===== config.mk =====
export PLATFORM = sky130hd
export DESIGN_NAME = nibble_feeder
export DESIGN_NICKNAME = d
export VERILOG_FILES = /design/src/rtl/nibble_feeder_pkg.sv /design/src/rtl/nf_timer.sv /design/src/rtl/nibble_feeder.sv
export SDC_FILE = /design/constraint.sdc
export NUM_CORES = 1
export LEC_CHECK = 0
export CAP_MARGIN = 40
export CORE_AREA = 2 2 39 41
export DETAILED_ROUTE_END_ITERATION = 12
export DIE_AREA = 0 0 41 43
export GPL_TIMING_DRIVEN = 1
export SLEW_MARGIN = 20
export SYNTH_ARGS = -nofsm -noshare
export SYNTH_HDL_FRONTEND = slang
export SYNTH_HIERARCHICAL = 1
export SYNTH_SLANG_ARGS = --single-unit
export TNS_END_PERCENT = 100

===== constraint.sdc =====
create_clock -name clock -period 1.9 [get_ports clock]
set_input_delay 0.57 -clock clock [delete_from_list [all_inputs] [get_ports clock]]
set_output_delay 0.57 -clock clock [all_outputs]
set_load 0.02 [all_outputs]

===== src/rtl/nibble_feeder_pkg.sv =====
// nibble_feeder_pkg: state encoding and nibble width shared by the nibble feeder
// and its optional timeout counter.
package nibble_feeder_pkg;

    localparam int NIBBLE_W = 4;

    typedef logic [NIBBLE_W-1:0] nibble_t;

    typedef enum logic [1:0] {
        ST_IDLE     = 2'd0,
        ST_PRESENT  = 2'd1,
        ST_WAIT_LOW = 2'd2,
        ST_DONE     = 2'd3
    } state_t;

    // True in the two states where the block is waiting on the consumer's fim edges.
    function automatic logic is_handshaking(input state_t s);
        return (s == ST_PRESENT) || (s == ST_WAIT_LOW);
    endfunction

endpackage


===== src/rtl/nf_timer.sv =====
// nf_timer: counts enabled cycles since the last clear and flags expiry once
// TIMEOUT cycles have been spent without a clear.
module nf_timer #(
    parameter int TIMEOUT = 16
) (
    input  logic clock,
    input  logic reset,
    input  logic clear,
    input  logic enable,
    output logic expired
);

    localparam int CNT_W = (TIMEOUT > 1) ? $clog2(TIMEOUT) : 1;
    localparam logic [CNT_W-1:0] LIMIT = CNT_W'(TIMEOUT - 1);

    logic [CNT_W-1:0] count_reg;
    logic [CNT_W-1:0] count_next;

    // Saturate at LIMIT so a stalled owner never sees the count wrap back to zero.
    always_comb begin
        count_next = count_reg;
        if (clear) begin
            count_next = '0;
        end else if (enable && (count_reg != LIMIT)) begin
            count_next = count_reg + CNT_W'(1);
        end
    end

    always_ff @(posedge clock or negedge reset) begin
        if (!reset) begin
            count_reg <= '0;
        end else begin
            count_reg <= count_next;
        end
    end

    assign expired = enable && (count_reg == LIMIT);

endmodule


===== src/rtl/nibble_feeder.sv =====
// nibble_feeder: sweeps a nibble from FIRST to LAST over a 4-phase ready/fim handshake.
// Optional handshake timeout is compiled in with NIBBLE_FEEDER_TIMEOUT_EN.
module nibble_feeder
    import nibble_feeder_pkg::*;
#(
    parameter nibble_t FIRST   = 4'h0,
    parameter nibble_t LAST    = 4'hF,
    parameter int      TIMEOUT = 16
) (
    input  logic clock,
    input  logic reset,
    input  logic start,
    input  logic fim,
    output logic a,
    output logic b,
    output logic c,
    output logic d,
    output logic ready,
    output logic busy,
    output logic done,
    output logic error
);

    state_t  state_reg;
    state_t  state_next;
    nibble_t nibble_reg;
    nibble_t nibble_next;
    logic    timeout_hit;

    // A timeout takes priority over a handshake edge arriving in the same cycle.
    always_comb begin
        state_next  = state_reg;
        nibble_next = nibble_reg;
        case (state_reg)
            ST_IDLE: begin
                if (start) begin
                    nibble_next = FIRST;
                    state_next  = ST_PRESENT;
                end
            end
            ST_PRESENT: begin
                if (timeout_hit) begin
                    state_next = ST_IDLE;
                end else if (fim) begin
                    state_next = ST_WAIT_LOW;
                end
            end
            ST_WAIT_LOW: begin
                if (timeout_hit) begin
                    state_next = ST_IDLE;
                end else if (!fim) begin
                    if (nibble_reg == LAST) begin
                        state_next = ST_DONE;
                    end else begin
                        nibble_next = nibble_reg + nibble_t'(1);
                        state_next  = ST_PRESENT;
                    end
                end
            end
            ST_DONE: begin
                state_next = ST_IDLE;
            end
            default: begin
                state_next = ST_IDLE;
            end
        endcase
    end

    always_ff @(posedge clock or negedge reset) begin
        if (!reset) begin
            state_reg  <= ST_IDLE;
            nibble_reg <= '0;
        end else begin
            state_reg  <= state_next;
            nibble_reg <= nibble_next;
        end
    end

    assign {a, b, c, d} = nibble_reg;
    assign ready        = (state_reg == ST_PRESENT);
    assign busy         = (state_reg != ST_IDLE);
    assign done         = (state_reg == ST_DONE);

`ifdef NIBBLE_FEEDER_TIMEOUT_EN
    logic timer_clear;
    logic timer_enable;
    logic error_reg;

    assign timer_enable = is_handshaking(state_reg);
    assign timer_clear  = (state_next != state_reg);

    nf_timer #(
        .TIMEOUT(TIMEOUT)
    ) u_timer (
        .clock  (clock),
        .reset  (reset),
        .clear  (timer_clear),
        .enable (timer_enable),
        .expired(timeout_hit)
    );

    always_ff @(posedge clock or negedge reset) begin
        if (!reset) begin
            error_reg <= 1'b0;
        end else if (timeout_hit) begin
            error_reg <= 1'b1;
        end
    end

    assign error = error_reg;
`else
    assign timeout_hit = 1'b0;
    assign error       = 1'b0;

    // TIMEOUT only shapes hardware when the counter is compiled in.
    if (TIMEOUT < 1) begin : g_timeout_unused
    end
`endif

endmodule


==> results of run 1 <==
==> cells by family after synthesis <==
logic type,Yosys count,share of synthesized area
buffers and inverters,6,0.07001
AOI/OAI and AO/OA,13,0.2433
adders and majority gates,1,0.03333
DFF,6,0.4000
other,1,0.009990
and+or+nand+nor,13,0.2433
==> area by class of cell <==
class / instances / area [um^2] / area share
Multi-Input combinational cell: 28 / 198.9 / 0.3741
Sequential cell: 6 / 150.1 / 0.2824
Timing Repair Buffer: 13 / 121.4 / 0.2282
Clock buffer: 3 / 22.52 / 0.04235
Tap cell: 16 / 20.02 / 0.03765
Inverter: 5 / 18.77 / 0.03529
==> per-stage QoR <==
step           area, um^2    util  total power [mW]
2_1_floorplan       375.4       -            0.4096
6_report            531.8  0.3843            0.6581
4_1_cts             529.3  0.3825            0.6729
3_5_place_dp        510.5  0.3689            0.5750
3_3_place_gp        510.5  0.3689            0.5773
5_1_grt             531.8  0.3843            0.7164
==> routing by layer <==
layer | vias to the layer above | GRT usage | share of wire
met5 | - | 0 | 0
met4 | 0 | 0.1200 | 0.018
met3 | 2 | 0.03141 | 0.060
met2 | 7 | 0.1656 | 0.51
met1 | 160 | 0.1086 | 0.41
li1 | 172 | - | -
==> how the worst max path moves through the flow <==
stage                        from            end  depth (start not counted)
floorplan           nibble_reg[1]  nibble_reg[0]                          4
global route        nibble_reg[3]              a                          1
detailed placement   state_reg[1]          ready                          3
global placement     state_reg[1]          ready                          3
finish              nibble_reg[3]              a                          1
CTS                 nibble_reg[2]              b                          1
==> where the power goes <==
part	switching [mW]	leakage, nW	internal [mW]	total (mW)
sequential	0.0358	0.0803	0.164	0.199
clock	0.0423	0.0138	0.0712	0.114
combinational	0.181	0.170	0.164	0.345
==> worst reg2reg max path, stage by stage, from the launching register on <==
cell and delay (ns):
dfrtp_1 0.41, ha_1 0.26, and3_1 0.21, a221oi_2 0.28, o21ai_1 0.09
==> placed cells by master, fill, tap and decap left out, types with 2 or more instances in the layout <==
master | Yosys | layout
dfrtp_1 | 6 | 6
buf_4 | 1 | 3
o21ai_0 | 3 | 3
dlygate4sd2_1 | 0 | 3
clkdlybuf4s50_1 | 0 | 6
inv_1 | 5 | 5
nand3_1 | 2 | 2
nand2b_1 | 2 | 2
o21ai_1 | 2 | 2
clkbuf_4 | 0 | 3
a31oi_1 | 3 | 3
==> repair_timing <==
item,CTS,global route
gates resized for setup,3,1
endpoints found under the setup margin,3,1
hold buffers,0,0
==> metrics.md, run 1 <==
| Metric | Value |
|---|---|
| Routed len/inst | roughly 11 um |
| Clk buf depth | 2 |
| Crit-path cells | clkdlybuf4s50_1 |
| Filler Cell Count | ~160 |
| Slew Limit Fails | 0 |
| # DRC | 0 |
| Required time worst endpoint | 1.33 ns |
| CP endpoint kind | output port |
| Synth Flop Type | dfrtp_1 |
| Global-route wire length before repair | between 1000 and 1500 um |
| Final WL | between 700 and 800 um |
| Top Ports | 12 |
| Slowest cell on crit path | clkdlybuf4s50_1 |
| Final Hold Viols | 0 |
| Max-cap violations | 0 |
| Number of CTS-inserted buffers | 3 |
| RSZ-0062 raised after global routing | no |
| VDD IR max | approximately 0.33 mV |
| Fin crit share | 0.9674 |
| Status | completed |
| Inserted Diodes | 0 |
| Async SR Flop Fraction | 1.000 |
| Antenna violations before repair | 0 |
| Setup ws final | approximately 0.062 ns |
| Die Wd | about 41 um |
| Vias in the first global route | ~320 |
| CTS tree | done |
| Netlist area before placement | 375.4 um^2 |
| Clock sink count | 6 |
| Cells after DPL | 68 |
| CTS root buffer | clkbuf_4 |
| Setup Skew | roughly 0.0018 ns |
| Detailed-route via count | about 340 |
| Layout cell share with drive strength beyond 1 | 0.1818 |
| Mapped Cells | 40 |
| Routability cong. | ~0.72 |
| CP startpoint kind | flop |
| Syn nets | 45 |
| Clk_lat worst skew | between 0.2 and 0.25 ns |
| Synth Warn # | 6 |
| DP Worst Slack | between 0.1 and 0.15 ns |
| DPL Wire Length | approximately 640 um |
| Setup bufs post-CTS | 0 |
| Vias per std cell | roughly 4.8 |
| Power per standard cell area | between 1000 and 1500 nW/um^2 |
| Final Non-Filler Cells | ~70 |
| Critical path type | flop to output port |
| Final net count | 62 |
| Crit Path Max Fanout | 6 |
| Hold/Removal Path Class | primary input to async pin |
| Yosys cell types | 24 |
| CP delay by family, top | buffers and inverters |
| CTS H-tree lvls | 1 |
| Leading area contributor after synthesis | dfrtp_1 |
| Post-synth top cells | dfrtp_1, inv_1, a31oi_1, o21ai_0 |
| EDFF count, synth | 0 |
| Grt ovf | 0 |
| Largest net degree at the start of global routing | 8 |
| R2r startpoint | nibble_reg[1] |
| Worst Path Arrival | 1.27 ns |
| Overall Global Routing Usage | 0.1112 |
| Core region area | 1384 um^2 |
| Max FFs per register | 4 |
| Final setup vio count | 0 |
| DIE HEIGHT | about 43 um |
| Leakage | between 0.2 and 0.3 nW |
| Count leader, synth | dfrtp_1 |
| Reg2reg setup slack | approximately 0.53 ns |
| Antenna-violating nets left | 0 |
| Syn_area_per_cell | between 9 and 10 um^2 |
| Final TNS setup | 0 ns |
| Area Growth Syn to Fin | 41.67% |
| Reg2Reg Depth | 4 |
| Buffers & Inverters on Critical Path | 1 |
| Crit-path max cell delay | 0.63 ns |
| FMAX | about 540 MHz |
| DRT iter0 DRCs | 4 |
| Reg-to-Reg End | nibble_reg[1] |
| Top-area cell type share of the netlist area | 0.4000 |
| Row cnt | 14 |
| Router iterations before antenna repair | 4 |
| Register area share after synthesis | 0.4000 |
| Synth area leaders | dfrtp_1, a31oi_1, inv_1, o21ai_0, a221oi_2 |
| Initial Util | 0.2712 |
| # port buffers | 10 |
| Die Area | 1763 um^2 |
| Seq cells post-synth | 6 |
| Clock transition at the registers of the reported paths | approximately 0.04 ns |
| Tmin final | approximately 1.8 ns |
| Final hold slack | roughly 0.56 ns |
Note: power is estimated with default switching activity, not from simulation.
==> run 2, diff against run 1 <==
--- a/config.mk
+++ b/config.mk
@@ -10,6 +10,7 @@
 export DETAILED_ROUTE_END_ITERATION = 12
 export DIE_AREA = 0 0 41 43
 export GPL_TIMING_DRIVEN = 1
+export MAX_ROUTING_LAYER = met4
 export SLEW_MARGIN = 20
 export SYNTH_ARGS = -nofsm -noshare
 export SYNTH_HDL_FRONTEND = slang
==> run 2 against run 1 <==
Net effect: setup slack better by 0.0080 ns; count of clock-buffer cells in the layout unchanged; critical path type unchanged; register-to-register slack about the same; core utilization up 0.18 points; final cell count unchanged; wire length unchanged; power about the same; hold slack about the same; maximum frequency up 0.44%; design area up 0.47%.
==> metrics.md, run 2 (synthesized netlist as in run 1, its figures left out) <==
| Metric | Value |
|---|---|
| Required time worst endpoint | 1.33 ns |
| Layout cell share with drive strength beyond 1 | 0.1818 |
| Total power | 0.6582 mW |
| Row cnt | 14 |
| Final WL | 764 um |
| Final setup vio count | 0 |
| Clk buf depth | 2 |
| Final Util | 0.3861 |
| Routability cong. | 0.7326 |
| DIE HEIGHT | approximately 43 um |
| RSZ-0062 raised after global routing | no |
| Seq. cell area | around 150 um^2 |
| Worst Path Arrival | 1.26 ns |
| Setup bufs post-CTS | 0 |
| VDD IR max | between 0.3 and 0.4 mV |
| R2r startpoint | nibble_reg[1] |
| Buffers & Inverters on Critical Path | 1 |
| Reg2reg setup slack | between 0.5 and 0.6 ns |
| Area Growth Syn to Fin | 42.33% |
| Detailed-route via count | ~340 |
| Die Area | between 1500 and 2000 um^2 |
| Fin crit share | 0.9632 |
| Clock sink count | 6 |
| Overall Global Routing Usage | 0.1171 |
| Crit Path Max Fanout | 5 |
| DP Area | ~500 um^2 |
| FMAX | 546.4 MHz |
| CTS H-tree lvls | 1 |
| CTS tree | done |
| Die Wd | 41 um |
| Inserted Diodes | 0 |
| Router iterations before antenna repair | 4 |
| Multi-input logic area | 198.9 um^2 |
| Vias in the first global route | between 300 and 400 |
| Cells after DPL | 68 |
| CTS root buffer | clkbuf_4 |
| Core region area | ~1400 um^2 |
| Most frequent cells in the layout | dfrtp_1, inv_1, clkdlybuf4s50_1 |
| Status | completed |
| Clk_lat worst skew | about 0.24 ns |
| Final net count | 62 |
| Initial Util | 0.2712 |
| Clock transition at the registers of the reported paths | ~0.040 ns |
| Antenna-violating nets left | 0 |
| Tmin final | 1.830 ns |
| Crit-path cells | clkdlybuf4s50_1 |
| Final Hold Viols | 0 |
| Crit-path max cell delay | ~0.62 ns |
| Top Ports | 12 |
| Slowest cell on crit path | clkdlybuf4s50_1 |
| Number of CTS-inserted buffers | 3 |
| Vias per std cell | roughly 4.8 |
| DPL Wire Length | 638.8 um |
| Commonest non-fill, non-tap cell in the layout | dfrtp_1 |
| CP startpoint kind | flop |
| Largest net degree at the start of global routing | 8 |
| Slew Limit Fails | 0 |
| CP delay by family, top | buffers and inverters |
| Power per standard cell area | between 1000 and 1500 nW/um^2 |
| Hold/Removal Path Class | primary input to async pin |
| Antenna violations before repair | 0 |
| Routed len/inst | 10.76 um |
| Max FFs per register | 4 |
| DRT iter0 DRCs | 4 |
| Setup Skew | 0.001841 ns |
| Final TNS setup | 0 ns |
| Global-route wire length before repair | 1255 um |
| # port buffers | 10 |
| Fin area | ~530 um^2 |
| Leakage | between 0.2 and 0.3 nW |
| Max-cap violations | 0 |
| Filler Cell Count | around 160 |
| Grt ovf | 0 |
| # DRC | 0 |
| Crit path launch | nibble_reg[0] |
| CP endpoint kind | output port |
| Final Non-Filler Cells | 71 |
| Critical path type | flop to output port |
[run 2: changes by cell type in the layout (fill, tap and decap cells not counted), sizes merged]
| cell | before | now |
|---|---|---|
| clkdlybuf4s50 | 6 | 5 |
| dlymetal6s2s | 1 | 2 |
[run 2: routing by layer]
layer,vias to the layer above,routed length [um],GRT usage
met5,-,0,-
li1,172,-,-
met4,0,14,0.1200
met3,2,46,0.04712
met1,160,314,0.1086
met2,7,388,0.1656
[run 2: path summary, 6_finish.rpt]
path	to	cells after the start
max reg2reg	nibble_reg[1]	4
min in group clock	nibble_reg[3]	1
min	nibble_reg[2]	1
max	d	1
max in group asynchronous	nibble_reg[3]	1
min reg2reg	nibble_reg[3]	1
[run 2: worst reg2reg max path, stage by stage, from the launching register on]
cell      delay (ns)
dfrtp_1         0.41
ha_1            0.26
and3_1          0.21
a221oi_2        0.28
o21ai_1         0.09
[run 2: layout make-up]
| cell class | count | share of cell area |
|---|---|---|
| multi-input combinational | 28 | 0.3724 |
| sequential | 6 | 0.2810 |
| timing repair buffer | 13 | 0.2319 |
| clock buffer | 3 | 0.04215 |
| tap | 16 | 0.03747 |
| inverter | 5 | 0.03513 |
[run 2: timing repair]
action	CTS	global route
gates resized for setup	3	2
hold endpoints to repair	0	0
setup endpoints to repair	3	2
hold buffers	0	0
[run 2: stage by stage]
step / setup WS [ns] / hold slack [ns]
after floorplan: 0.5473 / 0.2744
after global placement: 0.1092 / 0.5844
after detailed placement: 0.1156 / 0.5656
after CTS: 0.01652 / 0.5655
after global routing: 0.008141 / 0.5648
final: 0.06995 / 0.5636
[run 2: where the power goes]
part           switching [mW]  leakage (nW)  internal, mW  total (mW)
Combinational           0.181         0.188         0.164       0.345
Clock                  0.0423        0.0138        0.0712       0.114
Sequential             0.0358        0.0803         0.164       0.199
